==> src/rtl/wb_grf_writer_if.sv <==
// Bus bundle for wb_grf_writer: main M->W result, auxiliary write request,
// and the registered register-file write port with the pending-write mask.
interface wb_grf_writer_if;
  logic        m_we;
  logic [4:0]  m_a3;
  logic [31:0] m_wd;
  logic [31:0] m_pc;

  logic        aux_req;
  logic [4:0]  aux_a3;
  logic [31:0] aux_wd;
  logic [31:0] aux_pc;
  logic        aux_ready;

  logic        grf_we;
  logic [4:0]  grf_a3;
  logic [31:0] grf_wd;
  logic [31:0] grf_pc;
  logic [31:0] pending_mask;

  modport master (
    output m_we, m_a3, m_wd, m_pc,
    output aux_req, aux_a3, aux_wd, aux_pc,
    input  aux_ready,
    input  grf_we, grf_a3, grf_wd, grf_pc, pending_mask
  );

  modport slave (
    input  m_we, m_a3, m_wd, m_pc,
    input  aux_req, aux_a3, aux_wd, aux_pc,
    output aux_ready,
    output grf_we, grf_a3, grf_wd, grf_pc, pending_mask
  );
endinterface

==> src/rtl/wb_grf_writer.sv <==
// Write-back driver for the register-file write port: main results win, aux results queue and drain into idle cycles.
// Optional macro WB_TRACE_EN prints a judge-format trace line for every non-zero register write.
module wb_grf_writer #(
  parameter int AUX_DEPTH = 2,
  parameter int CNT_W     = 4
) (
  input logic            clk,
  input logic            reset,
  wb_grf_writer_if.slave wb
);
  localparam int PTR_W = (AUX_DEPTH > 1) ? $clog2(AUX_DEPTH) : 1;

  logic [4:0]           r_a3 [AUX_DEPTH];
  logic [31:0]          r_wd [AUX_DEPTH];
  logic [31:0]          r_pc [AUX_DEPTH];
  logic [AUX_DEPTH-1:0] r_valid;
  logic [PTR_W-1:0]     r_head;
  logic [PTR_W-1:0]     r_tail;
  logic [CNT_W-1:0]     r_count;

  logic        r_grf_we;
  logic [4:0]  r_grf_a3;
  logic [31:0] r_grf_wd;
  logic [31:0] r_grf_pc;

  logic                 w_mw;
  logic                 w_ready;
  logic                 w_push;
  logic                 w_pop;
  logic [AUX_DEPTH-1:0] w_kill;
  logic [31:0]          w_mask;
  logic [PTR_W-1:0]     w_head_next;
  logic [PTR_W-1:0]     w_tail_next;

  assign w_mw    = wb.m_we && (wb.m_a3 != 5'd0);
  assign w_ready = (r_count < CNT_W'(AUX_DEPTH));
  // Writes to r0 complete the handshake but occupy no slot.
  assign w_push  = wb.aux_req && w_ready && (wb.aux_a3 != 5'd0);
  assign w_pop   = !w_mw && (r_count != '0);

  assign w_head_next = (r_head == PTR_W'(AUX_DEPTH - 1)) ? '0 : r_head + 1'b1;
  assign w_tail_next = (r_tail == PTR_W'(AUX_DEPTH - 1)) ? '0 : r_tail + 1'b1;

  generate
    for (genvar gi = 0; gi < AUX_DEPTH; gi++) begin : g_slot
      assign w_kill[gi] = w_mw && r_valid[gi] && (r_a3[gi] == wb.m_a3);

      always_ff @(posedge clk) begin
        if (w_push && (r_tail == PTR_W'(gi))) begin
          r_a3[gi] <= wb.aux_a3;
          r_wd[gi] <= wb.aux_wd;
          r_pc[gi] <= wb.aux_pc;
        end
      end

      // A killed entry keeps its slot; it is simply no longer valid.
      always_ff @(posedge clk) begin
        if (reset) begin
          r_valid[gi] <= 1'b0;
        end else if (w_push && (r_tail == PTR_W'(gi))) begin
          r_valid[gi] <= 1'b1;
        end else if (w_pop && (r_head == PTR_W'(gi))) begin
          r_valid[gi] <= 1'b0;
        end else if (w_kill[gi]) begin
          r_valid[gi] <= 1'b0;
        end
      end
    end
  endgenerate

  always_ff @(posedge clk) begin
    if (reset) begin
      r_count <= '0;
      r_head  <= '0;
      r_tail  <= '0;
    end else begin
      if (w_push && !w_pop) begin
        r_count <= r_count + 1'b1;
      end else if (w_pop && !w_push) begin
        r_count <= r_count - 1'b1;
      end
      if (w_pop) begin
        r_head <= w_head_next;
      end
      if (w_push) begin
        r_tail <= w_tail_next;
      end
    end
  end

  always_ff @(posedge clk) begin
    if (reset) begin
      r_grf_we <= 1'b0;
      r_grf_a3 <= '0;
      r_grf_wd <= '0;
      r_grf_pc <= '0;
    end else if (w_mw) begin
      r_grf_we <= 1'b1;
      r_grf_a3 <= wb.m_a3;
      r_grf_wd <= wb.m_wd;
      r_grf_pc <= wb.m_pc;
    end else if (w_pop && r_valid[r_head]) begin
      r_grf_we <= 1'b1;
      r_grf_a3 <= r_a3[r_head];
      r_grf_wd <= r_wd[r_head];
      r_grf_pc <= r_pc[r_head];
    end else begin
      r_grf_we <= 1'b0;
      r_grf_a3 <= '0;
      r_grf_wd <= '0;
      r_grf_pc <= '0;
    end
  end

  always_comb begin
    w_mask = '0;
    for (int i = 0; i < AUX_DEPTH; i++) begin
      if (r_valid[i]) begin
        w_mask[r_a3[i]] = 1'b1;
      end
    end
    w_mask[0] = 1'b0;
  end

  assign wb.aux_ready    = w_ready;
  assign wb.grf_we       = r_grf_we;
  assign wb.grf_a3       = r_grf_a3;
  assign wb.grf_wd       = r_grf_wd;
  assign wb.grf_pc       = r_grf_pc;
  assign wb.pending_mask = w_mask;

`ifdef WB_TRACE_EN
  always @(posedge clk) begin
    if (r_grf_we && (r_grf_a3 != 5'd0)) begin
      $display("%d@%h: $%d <= %h", $time, r_grf_pc, r_grf_a3, r_grf_wd);
    end
  end
`endif

endmodule

==> src/flat_wrapper.sv <==
// flat-port wrapper written by rule: the top's interface ports become plain ports
module wb_grf_writer_flat 
#(
  parameter int AUX_DEPTH = 2,
  parameter int CNT_W     = 4
)
  (clk, reset, wb_m_we, wb_m_a3, wb_m_wd, wb_m_pc, wb_aux_req, wb_aux_a3, wb_aux_wd, wb_aux_pc, wb_aux_ready, wb_grf_we, wb_grf_a3, wb_grf_wd, wb_grf_pc, wb_pending_mask);
  wb_grf_writer_if wb_i ();
  input logic clk;
  input logic reset;
  input wire logic [$bits(wb_i.m_we)-1:0] wb_m_we;
  input wire logic [$bits(wb_i.m_a3)-1:0] wb_m_a3;
  input wire logic [$bits(wb_i.m_wd)-1:0] wb_m_wd;
  input wire logic [$bits(wb_i.m_pc)-1:0] wb_m_pc;
  input wire logic [$bits(wb_i.aux_req)-1:0] wb_aux_req;
  input wire logic [$bits(wb_i.aux_a3)-1:0] wb_aux_a3;
  input wire logic [$bits(wb_i.aux_wd)-1:0] wb_aux_wd;
  input wire logic [$bits(wb_i.aux_pc)-1:0] wb_aux_pc;
  output wire logic [$bits(wb_i.aux_ready)-1:0] wb_aux_ready;
  output wire logic [$bits(wb_i.grf_we)-1:0] wb_grf_we;
  output wire logic [$bits(wb_i.grf_a3)-1:0] wb_grf_a3;
  output wire logic [$bits(wb_i.grf_wd)-1:0] wb_grf_wd;
  output wire logic [$bits(wb_i.grf_pc)-1:0] wb_grf_pc;
  output wire logic [$bits(wb_i.pending_mask)-1:0] wb_pending_mask;
  assign wb_i.m_we = wb_m_we;
  assign wb_i.m_a3 = wb_m_a3;
  assign wb_i.m_wd = wb_m_wd;
  assign wb_i.m_pc = wb_m_pc;
  assign wb_i.aux_req = wb_aux_req;
  assign wb_i.aux_a3 = wb_aux_a3;
  assign wb_i.aux_wd = wb_aux_wd;
  assign wb_i.aux_pc = wb_aux_pc;
  assign wb_aux_ready = wb_i.aux_ready;
  assign wb_grf_we = wb_i.grf_we;
  assign wb_grf_a3 = wb_i.grf_a3;
  assign wb_grf_wd = wb_i.grf_wd;
  assign wb_grf_pc = wb_i.grf_pc;
  assign wb_pending_mask = wb_i.pending_mask;
  wb_grf_writer #(.AUX_DEPTH(AUX_DEPTH), .CNT_W(CNT_W)) u_core (.clk(clk), .reset(reset), .wb(wb_i));
endmodule
==> config.mk <==
export PLATFORM = sky130hd
export DESIGN_NAME = wb_grf_writer_flat
export DESIGN_NICKNAME = d
export VERILOG_FILES = /design/src/rtl/wb_grf_writer_if.sv /design/src/rtl/wb_grf_writer.sv /design/src/flat_wrapper.sv
export SDC_FILE = /design/constraint.sdc
export NUM_CORES = 1
export LEC_CHECK = 0
export BUFFER_PORTS_ARGS = -buffer_cell sky130_fd_sc_hd__buf_2
export CAP_MARGIN = 20
export CORE_ASPECT_RATIO = 0.6
export CORE_MARGIN = 1
export CORE_UTILIZATION = 52
export CTS_BUF_LIST = sky130_fd_sc_hd__clkbuf_16
export DETAILED_ROUTE_END_ITERATION = 10
export GPL_TIMING_DRIVEN = 0
export PLACE_DENSITY = 0.88
export SLEW_MARGIN = 10
export SYNTH_ARGS = -nofsm -noshare
export SYNTH_HDL_FRONTEND = slang
export SYNTH_SLANG_ARGS = --single-unit
==> constraint.sdc <==
create_clock -name clk -period 4.2 [get_ports clk]
set_input_delay 0.21 -clock clk [delete_from_list [all_inputs] [get_ports clk]]
set_output_delay 0.21 -clock clk [all_outputs]
set_load 0.005 [all_outputs]
# Word level (Yosys, flattened, before mapping)
# Memory sizes are Yosys's and may differ from the RTL's. A register that Yosys moved wholly into a read port is not among the register bits.
# Index checks and enable logic that the tools add are counted.
# Widths: inputs -> output; s select.
dict set report op_classes {
  n_shift 0
  bitwise_logic 3
  addsub 4
  magnitude_cmp 6
  n_mul 0
  div_mod_pow 0
  n_reduce_logical 29
  n_eq_ne 2
  n_mux 45
}
# cell n
set ops {}
lappend ops {{$mux 32} 8}
lappend ops {{$reduce_or 32->1} 2}
lappend ops {{$or 32x32->32} 1}
lappend ops {{$mux 1} 30}
lappend ops {{$logic_and 1x1->1} 17}
lappend ops {{$mux 5} 3}
lappend ops {{$lt 5x6->1 const B} 2}
lappend ops {{$demux 1 s5} 2}
lappend ops {{$eq 5x5->1} 2}
lappend ops {{$ge 5x1->1 const B} 2}
lappend ops {{$reduce_bool 5->1} 2}
lappend ops {{$mux 4} 2}
lappend ops {{$reduce_bool 3->1} 2}
lappend ops {{$reduce_or 5->1} 1}
lappend ops {{$add 4x1->4 const B} 1}
lappend ops {{$lt 4x2->1 const B} 1}
lappend ops {{$reduce_bool 4->1} 1}
lappend ops {{$sub 4x1->4 const B} 1}
lappend ops {{$logic_not 1->1} 3}
lappend ops {{$add 1x1->1 const B} 2}
lappend ops {{$lt 1x2->1 const B} 1}
lappend ops {{$not 1->1} 2}
lappend ops {{$reduce_bool 2->1} 1}
dict set report word_totals {
  register_bits 78
  input_bits 142
  rom_bits 0
  output_inout_bits 103
  ram_bits 138
  latch_bits 0
  memories 3
}
# memory depth word_bits read_ports rd_ports_with_merged_regs wr line
set mem_list {}
lappend mem_list {u_core.r_pc 2 32 1 1 1 wb_grf_writer.sv:15} ;# logic [31:0] r_pc [AUX_DEPTH];
lappend mem_list {u_core.r_wd 2 32 1 1 1 wb_grf_writer.sv:14} ;# logic [31:0] r_wd [AUX_DEPTH];
lappend mem_list {u_core.r_a3 2 5 3 1 1 wb_grf_writer.sv:13} ;# logic [4:0] r_a3 [AUX_DEPTH];

# Longest topological paths before layout
# Gate-level depths: netlist of run 1.
dict set report depth {
  ltp_word 8
  mapped_depth 11
  depth_no_buf 11
}

# Worst setup path before layout of run 1
# Ideal clock, no wire load.
dict set report synth_timing {
  path_type {register to register}
  start {reg u_core.r_count[1]}
  end {mem u_core.r_a3[1][0], enable pin}
  slack_ns 1.154
  stages_incl_launch_ff 6
  setup_ns 0.423
  arrival_ns 2.623
  path_buffers 0
  cell_sequence {dfxtp_1 -> or3_1 -> inv_1 -> o211ai_1 -> or2_2 -> inv_1}
}
dict set report synth_between {
  elab_chain_len 8
  word_cells_on_any_way 12
  classes_between {order compare (1); mux (6); reduce/logical (5)}
}
# item line
set synth_rtl {}
lappend synth_rtl {{start: declaration} wb_grf_writer.sv:19} ;# logic [CNT_W-1:0] r_count;
lappend synth_rtl {{start signal: assignment} wb_grf_writer.sv:78} ;# r_count <= r_count + 1'b1;
lappend synth_rtl {{start signal: assignment} wb_grf_writer.sv:80} ;# r_count <= r_count - 1'b1;
lappend synth_rtl {{$lt 4x2->1 *} wb_grf_writer.sv:36} ;# assign w_ready = (r_count < CNT_W'(AUX_DEPTH));
lappend synth_rtl {{via wb_aux_ready} flat_wrapper.sv:19} ;# output wire logic [$bits(wb_i.aux_ready)-1:0] wb_aux_ready;
lappend synth_rtl {{$logic_and 1x1->1 * (2 in a row)} wb_grf_writer.sv:38} ;# assign w_push = wb.aux_req && w_ready && (wb.aux_a3 != 5'd0);
lappend synth_rtl {{$logic_and 1x1->1} wb_grf_writer.sv:49} ;# if (w_push && (r_tail == PTR_W'(gi))) begin
lappend synth_rtl {{$mux 1} wb_grf_writer.sv:49}
lappend synth_rtl {{$mux 1 (not written as such)} wb_grf_writer.sv:50} ;# r_a3[gi] <= wb.aux_a3;
lappend synth_rtl {{$reduce_or 5->1 (no source line)} n/a}
lappend synth_rtl {{$mux 1 (no source line)} n/a}
lappend synth_rtl {{end: declaration} wb_grf_writer.sv:13}
# Mark *: on every way through the listed nets, which the timed path passes. The rest lies on a longest branch.

# Worst setup path after layout of run 1
dict set report layout_timing {
  start {in wb_m_a3[0]}
  end {reg u_core.r_count[3]}
}
dict set report layout_between {
  elab_chain_len 7
  word_cells_on_any_way 9
  classes_between {mux (1); reduce/logical (8)}
}
# item line
set layout_rtl {}
lappend layout_rtl {{start: declaration} flat_wrapper.sv:12} ;# input wire logic [$bits(wb_i.m_a3)-1:0] wb_m_a3;
lappend layout_rtl {{$reduce_bool 5->1 *} wb_grf_writer.sv:35} ;# assign w_mw = wb.m_we && (wb.m_a3 != 5'd0);
lappend layout_rtl {{$logic_and 1x1->1 *} wb_grf_writer.sv:35}
lappend layout_rtl {{$logic_not 1->1 *} wb_grf_writer.sv:39} ;# assign w_pop = !w_mw && (r_count != '0);
lappend layout_rtl {{$logic_and 1x1->1 *} wb_grf_writer.sv:39}
lappend layout_rtl {{$logic_not 1->1} wb_grf_writer.sv:77} ;# if (w_push && !w_pop) begin
lappend layout_rtl {{$logic_and 1x1->1} wb_grf_writer.sv:77}
lappend layout_rtl {{$mux 4 or $reduce_bool 2->1 (tied branches)} n/a}
# Every way passes the cells marked *; elsewhere a longest branch is shown, timed or not.
# A chain may end at the register's enable or synchronous reset.

==> results.txt, run 1 <==
category of the worst setup path capture point: flop
final estimated routing congestion in global placement: 0.861
Distinct cells, synth: 38
total global-route track usage: 0.275
crit path kind: input pin to flop
mean area per synthesized cell: 16.5 µm²
Yosys top cell by area: edfxtp_1
hold slack final: 0.0191 ns
logic gate share of total power: 0.253
worst path required time: 4.58 ns
Post-Syn Area: 8530 µm²
setup_tns: 0 ns
share of cells above drive strength 1: 0.400
Flop pwr share: 0.473
sequential share of the synthesized area: 0.671
maximum achievable frequency: 0.326 GHz
total via count in the routed design: 6269
Reg2Reg Setup Slack: 1.42 ns
Worst Hold Path EP: u_core.wb.grf_a3[2]
max-cap violation count: 0
initial standard-cell utilization of the core: 0.544
initial antenna violation count: 0
number of port buffers: 243
final worst path period need: 3.06 ns
count of final max-slew check failures: 0
LEAKAGE: 4.73 nW
area of the multi-input gates: 2550 µm²
gate count after technology mapping: 518
number of failing hold endpoints at the final stage: 0
Setup violations, final: 0
pin count of the biggest net entering global routing: 45
share of synthesized flip-flops with an asynchronous set or reset: 0
count of nets after finishing: 1067
WL final: 23700 µm
Critical Path Source Type: input pin
number of buffers inserted during clock tree synthesis: 19
routed vias/inst: 5.52
Largest delay share family, worst path: compound AO/OA/AOI/OAI gates
sequential standard cell area: 5730 µm²
TritonCTS clock tree: yes
number of enable-type register cells in the synthesized netlist: 138
Worst Hold Launch: wb_m_a3[2]
Num Clock Sinks: 217
P per Cell Area: 495 nW/µm²
global-route wire length before repair: 35600 µm
total number of H-tree levels: 1
slowest CP cell: or4_4
Core Footprint: 15700 µm²
worst slew pin tran: 0.919 ns
library cell with the highest instance count after synthesis: edfxtp_1
violation count after the first detailed-route iteration: 466
synthesized net count: 666
fill cell count: 898
share of the core filled with cells in the final layout: 0.763
Clock Root Buffer: clkbuf_16
peak ir drop on the vdd network: 0.339 mV
status: finished, final reports clean
clock input transition at the sequential cells of the worst setup and hold paths: 0.07 ns
via count of the first global-routing pass: 6308
standard-cell rows: 35
overflow left after global routing: 0
DRC violation count after routing: 0
clock insertion delay at the later pin of the skew report: 0.49 ns
antenna diode count: 0
switching share of total power: 0.302
routed len/inst: 20.9 µm
half-perimeter wire length after placement: 13500 µm
Chip Width: 167 µm
Die Footprint: 16900 µm²
startpoint of the worst-slack reg-to-reg timing path: u_core.r_count[1]
final cycle utilization of the critical path: 0.729
path class of the lowest-slack min-delay path: input pin to flop
fraction of synthesized cell area taken by the top area cell type: 0.486
number of synthesized register bits: 217
worst path bufs/invs: 3
switching power: 0.00179 W
clock network power share: 0.273
most frequent cell on the critical path: ha_1
worst relative slew slack: 0.388
Internal Pwr Total: 0.00413 W
maximum fanout along the worst path: 6
Max Buffers Root-to-Sink: 3
endpoint arrival time on the critical path: 3.44 ns
Pre-antenna DRT Iters: 5
leading cell types by count after synthesis: edfxtp_1, dfxtp_1, mux2i_1, o2bb2ai_2, o22ai_1
list of cells traversed by the critical path: dlygate4sd3_1 -> buf_2 -> or4_4 -> o21ai_4 -> o21ai_1 -> ha_1 -> inv_1 -> ha_1 -> a21oi_1 -> a211oi_1 -> a31oi_1 -> mux2_2
unrepaired setup endpoints after global routing: no
setup clock skew after layout: 0.0256 ns
top cells by area, synth: edfxtp_1, dfxtp_1, o2bb2ai_2
Vert. Die Dim: 101 µm
reg-to-reg critical path endpoint: u_core.r_count[3]
# IOs: 245
cts repair resizes: 0
synth warn: 0
prevailing post-synth register cell: edfxtp_1
Worst Hold Path Cells: 3
Area growth syn-to-layout: 40.2%
count of nets left with antenna violations after detail routing: 0
Worst R2R Path Depth: 11
Slowest Stage Delay on Critical Path: 0.55 ns
-- tightest hold or removal path: stages --
cell	delay, ns
buf_2	0.13
nand2_1	0.07
o21ai_2	0.05
-- worst max path at each step --
stage | startpoint | to | slack [ns] | cells after the start
finish | wb_m_a3[0] | u_core.r_count[3] | 1.14 | 12
global route | wb_aux_a3[0] | u_core.r_count[3] | 1.04 | 12
CTS | wb_m_a3[0] | u_core.r_count[3] | 1.20 | 12
detailed placement | wb_m_a3[0] | u_core.r_count[3] | 1.25 | 11
global placement | u_core.r_count[1] | u_core.r_wd[1][22] | 0.26 | 5
floorplan | u_core.r_count[1] | u_core.r_a3[1][0] | 1.15 | 5
-- routing by layer --
metal	wire length [µm]	up-vias	GRT usage
met4	537	0	0.0713
met3	2000	47	0.0563
met2	11200	368	0.457
met5	0	-	0
li1	-	2812	-
met1	10000	3042	0.374
-- sequential cells by signal, summed over array words and instances (netlist names), named ones only --
register,flops
u_core.wb.grf_wd,32
u_core.r_pc,64
u_core.r_wd,64
u_core.wb.grf_pc,32
u_core.r_count,4
u_core.r_a3,10
u_core.r_head,1
u_core.wb.grf_we,1
u_core.r_valid,2
u_core.wb.grf_a3,5
u_core.r_tail,1
-- cell usage in the layout (no fill, tap or decap), drive strengths merged, types with 8 or more instances in the layout --
| cell type | n |
|---|---|
| buf | 261 |
| clkbuf | 35 |
| clkinv | 8 |
| dfxtp | 79 |
| dlygate4sd3 | 135 |
| edfxtp | 138 |
| inv | 13 |
| mux2i | 71 |
| nand2 | 8 |
| nand3b | 10 |
| nor2 | 13 |
| o21ai | 8 |
| o22ai | 31 |
| o2bb2ai | 64 |
-- per-stage QoR --
step | worst slack (ns) | area, µm² | power, W | cells
6_report | 1.14 | 12000 | 0.00592 | 1135
5_1_grt | 1.04 | 12000 | 0.00615 | 1135
4_1_cts | 1.20 | 12000 | 0.00587 | 1135
3_5_place_dp | 1.25 | 10100 | 0.00419 | 966
3_3_place_gp | 0.263 | 10000 | 0.00414 | 964
2_1_floorplan | 1.15 | 8530 | 0.00373 | 518
-- cells by family after synthesis --
| logic type | after synthesis | share of synthesized area |
|---|---|---|
| DFF | 217 | 0.671 |
| AOI/OAI and AO/OA | 114 | 0.154 |
| muxes | 73 | 0.0859 |
| and+or+nand+nor | 55 | 0.0374 |
| buffers and inverters | 40 | 0.0298 |
| xor gates and xnor gates | 12 | 0.0123 |
| adders and majority gates | 6 | 0.00968 |
| other | 1 | 0.000439 |
-- power groups by stage --
stage	combinational, W	clock [W]	sequential [W]
after floorplan	0.000916	0	0.00282
after global placement	0.00130	0	0.00283
after detailed placement	0.00137	0	0.00283
after CTS	0.00148	0.00162	0.00278
after global routing	0.00160	0.00172	0.00283
final	0.00150	0.00162	0.00280
-- what timing repair did --
item                       in CTS  in global routing
setup endpoints to repair       0                  0
hold endpoints to repair      204                  0
hold buffers                  135                  0
setup buffers                   0                  0
-- final cells by class --
cell class                 count  area share
inverter                       8     0.00293
multi-input combinational    261       0.213
tap                          203      0.0212
clock inverter                15     0.00701
clock buffer                  19      0.0397
timing repair buffer         380       0.219
sequential                   217       0.478
buffer                        32      0.0187
Power figures use the tool's default switching activity.
==> run 2: changes to the inputs <==
CORE_UTILIZATION = 47   (was 52)
PLACE_DENSITY = 0.84   (was 0.88)
clock period = 2.5 ns   (was 4.2 ns; I/O delays follow)
==> results.txt, run 2 (synthesized netlist as in run 1, its figures left out) <==
initial standard-cell utilization of the core: 0.489 (-0.0554)
setup clock skew after layout: 0.0177 ns (-0.00794 ns)
number of standard cells in the layout, taps in and fillers out: 1175 (+3.5%)
final estimated routing congestion in global placement: 0.938 (+9.0%)
number of port buffers: 243 (unchanged)
worst relative slew slack: 0.350 (-0.0379)
share of the core filled with cells in the final layout: 0.696 (-0.0671)
switching share of total power: 0.293 (-0.00941)
logic gate share of total power: 0.256 (+0.003)
count of final max-slew check failures: 0 (unchanged)
hold slack final: 0.0706 ns (+0.0515 ns)
LEAKAGE: 4.77 nW (+0.86%)
Worst Hold Path Cells: 3 (unchanged)
endpoint arrival time on the critical path: 2.74 ns (-0.70 ns)
Vert. Die Dim: 106 µm (+5.1%)
total global-route track usage: 0.235 (-0.0401)
pin count of the biggest net entering global routing: 30 (-33%)
category of the worst setup path capture point: flop
Setup violations, final: 0 (unchanged)
placed cells: 999 (+3.4%)
TritonCTS clock tree: yes
worst slew pin tran: 0.974 ns (+0.0558 ns)
DRC violation count after routing: 0 (unchanged)
path class of the lowest-slack min-delay path: input pin to flop
count of nets after finishing: 1075 (+0.75%)
half-perimeter wire length after placement: 13700 µm (+1.1%)
final worst path period need: 2.36 ns
standard-cell rows: 37 (+5.7%)
violation count after the first detailed-route iteration: 440 (-5.6%)
Core Footprint: 17500 µm² (+11%)
largest registers: u_core.r_pc x64, u_core.r_wd x64
antenna diode count: 0 (unchanged)
clock insertion delay at the later pin of the skew report: 0.49 ns (about the same)
leading cell types in the layout, fill and taps excluded: buf_2, dlygate4sd3_1, edfxtp_1
Clock Root Buffer: clkbuf_16
Num Clock Sinks: 217 (unchanged)
P per Cell Area: 828 nW/µm² (+67%)
final cycle utilization of the critical path: 0.945
crit path kind: flop to flop
routed len/inst: 18.9 µm (-9.6%)
routed vias/inst: 5.27 (-4.7%)
total number of H-tree levels: 1 (unchanged)
maximum achievable frequency: 0.423 GHz
setup_tns: 0 ns (unchanged)
worst path required time: 2.87 ns (-1.71 ns)
share of cells above drive strength 1: 0.405 (+0.00467)
count of nets left with antenna violations after detail routing: 0 (unchanged)
via count of the first global-routing pass: 6191 (-1.9%)
overflow left after global routing: 0 (unchanged)
Worst R2R Path Depth: 11 (unchanged)
Chip Width: 176 µm (+5.1%)
unrepaired setup endpoints after global routing: no
Total Power Consumption: 0.0101 W (+70%)
clock input transition at the sequential cells of the worst setup and hold paths: 0.06 ns (about the same)
Internal Pwr Total: 0.00712 W (+72%)
global-route wire length before repair: 33900 µm (-4.9%)
max-cap violation count: 0 (unchanged)
initial antenna violation count: 0 (unchanged)
total via count in the routed design: 6188 (-1.3%)
WL final: 22200 µm (-6.4%)
# IOs: 245 (unchanged)
number of buffers inserted during clock tree synthesis: 20 (+1)
status: finished, final reports clean
Flop pwr share: 0.465 (-0.008)
Die Footprint: 18700 µm² (+10%)
maximum fanout along the worst path: 4 (-2)
clock network power share: 0.279 (+0.006)
Area growth syn-to-layout: 42.4%
Max Buffers Root-to-Sink: 3 (unchanged)
most common cell after layout, fill and taps aside: buf_2
peak ir drop on the vdd network: 0.478 mV (+41%)
number of failing hold endpoints at the final stage: 0 (unchanged)
Pre-antenna DRT Iters: 5 (unchanged)
switching power: 0.00295 W (+65%)
Critical Path Source Type: flop
run 2: changes by cell type in the layout (fill, tap and decap cells not counted), sizes merged:
cell         before  now
clkinvlp          2    3
buf             261  264
clkbuf           35   37
dlygate4sd3     135  139
clkinv            8    9
inv              13   11
run 2: worst paths after layout:
check | startpoint | to | slack (ns)
max | u_core.r_count[3] | u_core.r_count[3] | 0.14
min | reset | u_core.r_head | 0.07
max reg2reg | u_core.r_count[3] | u_core.r_count[3] | 0.14
min reg2reg | u_core.r_tail | u_core.r_tail | 0.49
run 2: power groups by stage:
stage / Sequential (W) / Clock, W / Combinational [W]
after floorplan: 0.00472 / 0 / 0.00155
after global placement: 0.00474 / 0 / 0.00221
after detailed placement: 0.00474 / 0 / 0.00233
after CTS: 0.00467 / 0.00283 / 0.00255
after global routing: 0.00473 / 0.00301 / 0.00278
final: 0.00468 / 0.00281 / 0.00257
run 2: area by class of cell:
cell class	count	area [µm²]
Sequential cell	217	5730
Fill cell	1127	5300
Timing Repair Buffer	387	2700
Multi-Input combinational cell	261	2580
Clock buffer	21	526
Tap cell	234	293
Buffer	32	224
Clock inverter	15	71.3
Inverter	8	37.5
run 2: metrics by stage:
stage | area, µm² | worst slack [ns]
final | 12200 | 0.137
after floorplan | 8540 | 0.00697
after global placement | 10000 | -1.02
after detailed placement | 10100 | -0.338
after global routing | 12200 | 0.0252
after CTS | 12100 | 0.0475
run 2: critical path, cell delays in order, from the launching register on:
cell,delay (ns)
dfxtp_1,0.33
or3_4,0.42
inv_2,0.08
o211ai_1,0.10
inv_1,0.08
ha_2,0.18
inv_2,0.07
ha_4,0.23
a21oi_2,0.13
a211oi_1,0.08
a31oi_1,0.20
mux2_2,0.36
run 2: repair_timing:
action	in CTS	in global routing
setup buffers	1	0
gates cloned	0	0
pin swaps	1	0
endpoints found under the setup margin	1	1
endpoints found under the hold margin	208	0
resized for setup	3	4
hold buffers	139	0
run 2: metal layers:
layer / track usage / wire length, µm / vias up
li1: - / - / 2844
met1: 0.326 / 9940 / 3002
met2: 0.377 / 10100 / 302
met3: 0.0587 / 1800 / 40
met4: 0.0447 / 355 / 0
met5: 0 / 0 / -
==> run 3: changes to the inputs <==
CORE_MARGIN = 4   (was 1)
PLACE_DENSITY = 0.76   (was 0.84)
==> results.txt, run 3 (synthesized netlist as in run 1, its figures left out) <==
number of port buffers: 243 (unchanged)
Setup violations, final: 0 (unchanged)
Chip Width: 182 µm (+3.4%)
Area growth syn-to-layout: 43.0%
maximum achievable frequency: 0.410 GHz (-3.1%)
placed cells: 999 (unchanged)
total via count in the routed design: 6197 (+0.15%)
worst path bufs/invs: 3 (unchanged)
reg-to-reg critical path endpoint: u_core.r_count[3]
global-route wire length before repair: 36600 µm (+8.1%)
category of the worst setup path capture point: flop
number of standard cells in the layout, taps in and fillers out: 1179 (+0.34%)
initial antenna violation count: 1 (+1)
violation count after the first detailed-route iteration: 461 (+4.8%)
TritonCTS clock tree: yes
end of the critical path: u_core.r_count[3]
standard-cell rows: 37 (unchanged)
maximum fanout along the worst path: 4 (unchanged)
Core Footprint: 17500 µm² (unchanged)
crit path kind: flop to flop
most common cell after layout, fill and taps aside: buf_2
Vert. Die Dim: 112 µm (+5.6%)
Pre-antenna DRT Iters: 5 (unchanged)
pre-CTS setup slack: -0.312 ns (+0.0264 ns)
# IOs: 245 (unchanged)
peak ir drop on the vdd network: 0.462 mV (-3.2%)
Die Footprint: 20400 µm² (+9.2%)
count of nets left with antenna violations after detail routing: 0 (unchanged)
fill cell count: 1132 (+0.44%)
Worst R2R Path Depth: 11 (unchanged)
worst slew pin tran: 0.880 ns (-0.0948 ns)
routed len/inst: 19.8 µm (+5.0%)
P per Cell Area: 831 nW/µm² (+0.28%)
leading cell types in the layout, fill and taps excluded: buf_2, dlygate4sd3_1, edfxtp_1
initial standard-cell utilization of the core: 0.489 (unchanged)
Max Buffers Root-to-Sink: 3 (unchanged)
number of failing hold endpoints at the final stage: 0 (unchanged)
share of cells above drive strength 1: 0.412 (+0.00719)
share of the core filled with cells in the final layout: 0.699 (+0.00301)
overflow left after global routing: 0 (unchanged)
Largest delay share family, worst path: simple AND/OR/NAND/NOR gates
count of final max-slew check failures: 0 (unchanged)
total number of H-tree levels: 1 (unchanged)
stages on the worst setup path: 11 (unchanged)
slowest CP cell: or3_4
Num Clock Sinks: 217 (unchanged)
worst path required time: 2.88 ns (about the same)
max-cap violation count: 0 (unchanged)
clock insertion delay at the later pin of the skew report: 0.48 ns (about the same)
setup clock skew after layout: 0.0113 ns (-0.00639 ns)
status: finished, final reports clean
Reg2Reg Setup Slack: 0.06 ns (-0.08 ns)
final cycle utilization of the critical path: 0.976 (+0.0306)
unrepaired setup endpoints after global routing: yes
count of nets after finishing: 1078 (+0.28%)
final worst path period need: 2.44 ns (+0.0765 ns)
total global-route track usage: 0.225 (-0.0106)
critical path launch point: u_core.r_count[1]
via count of the first global-routing pass: 6723 (+8.6%)
worst relative slew slack: 0.413 (+0.0633)
routed vias/inst: 5.26 (-0.19%)
Critical Path Source Type: flop
DRC violation count after routing: 0 (unchanged)
pin count of the biggest net entering global routing: 28 (-6.7%)
final estimated routing congestion in global placement: 0.847 (-9.8%)
largest registers: u_core.r_pc x64, u_core.r_wd x64
number of buffers inserted during clock tree synthesis: 20 (unchanged)
clock input transition at the sequential cells of the worst setup and hold paths: 0.07 ns (about the same)
endpoint arrival time on the critical path: 2.81 ns (+0.07 ns)
hold slack final: 0.0308 ns (-0.0398 ns)
half-perimeter wire length after placement: 14800 µm (+8.4%)
WL final: 23400 µm (+5.4%)
path class of the lowest-slack min-delay path: input pin to flop
final worst-path setup slack: 0.0606 ns (-0.0765 ns)
list of cells traversed by the critical path: or3_4 -> inv_2 -> o211ai_1 -> inv_1 -> ha_4 -> inv_4 -> ha_2 -> nand3_2 -> a211oi_2 -> a31oi_1 -> mux2_2
startpoint of the worst-slack reg-to-reg timing path: u_core.r_count[1]
Slowest Stage Delay on Critical Path: 0.41 ns (about the same)
LEAKAGE: 4.79 nW (+0.47%)
Clock Root Buffer: clkbuf_16
run 3: cell types whose count changed in the layout (fill, tap and decap cells not counted), moves of 2 or more:
cell        change
clkinvlp_2      +2
clkinv_1        -2
buf_4           +2
clkinv_2        +3
run 3: timing repair:
item / CTS / global route
setup endpoints to repair: 55 / 28
setup buffers: 1 / 2
gates cloned: 2 / 0
gates resized for setup: 6 / 8
hold endpoints to repair: 207 / 0
hold buffers: 138 / 0
pin swaps: 1 / 2
run 3: tightest hold or removal path, stage by stage:
cell and delay (ns):
buf_2 0.12, o21ai_4 0.12, o21ai_0 0.09
run 3: metrics by stage:
stage	setup TNS [ns]	power, W	instance area (µm²)
CTS	0	0.0101	12200
finish	0	0.0101	12200
global route	-0.0300	0.0106	12200
floorplan	0	0.00627	8540
global placement	-131.56	0.00693	10000
detailed placement	-14.01	0.00709	10100
run 3: report_power, final:
group          leakage (nW)  internal [W]  switching [W]
Sequential             1.92       0.00448       0.000213
Combinational          2.56       0.00117        0.00151
Clock                 0.315       0.00152        0.00125
Total                  4.79       0.00716        0.00298
run 3: worst min-delay path by stage:
stage	start	end	slack, ns	cells past startpoint
after floorplan	wb_aux_a3[0]	u_core.r_a3[0][0]	0.22	0
after global placement	wb_aux_pc[30]	u_core.r_pc[0][30]	0.31	1
after detailed placement	wb_aux_wd[0]	u_core.r_wd[1][0]	0.32	1
after CTS	wb_m_we	u_core.wb.grf_we	0.005	3
after global routing	wb_m_we	u_core.wb.grf_we	0.04	3
final	wb_m_we	u_core.wb.grf_we	0.03	3
run 3: layout make-up:
type / count / area (µm²) / area share
inverters: 8 / 40.0 / 0.00328
repair inverters: 2 / 10.0 / 0.000820
clock buffers: 21 / 526 / 0.0431
clock inverters: 15 / 63.8 / 0.00523
multi-input cells: 261 / 2610 / 0.214
repair buffers: 388 / 2710 / 0.222
flip-flops and latches: 217 / 5730 / 0.469
well taps: 234 / 293 / 0.0240
diodes: 1 / 2.50 / 0.000205
plain buffers: 32 / 224 / 0.0184
run 3: per-layer routing:
metal  vias to the layer above  GRT usage  wire length, µm
met4                         0     0.0585              507
met1                      3005      0.303             9970
met3                        40     0.0521             1730
met5                         -          0                0
li1                       2843          -                -
met2                       309      0.371            11200
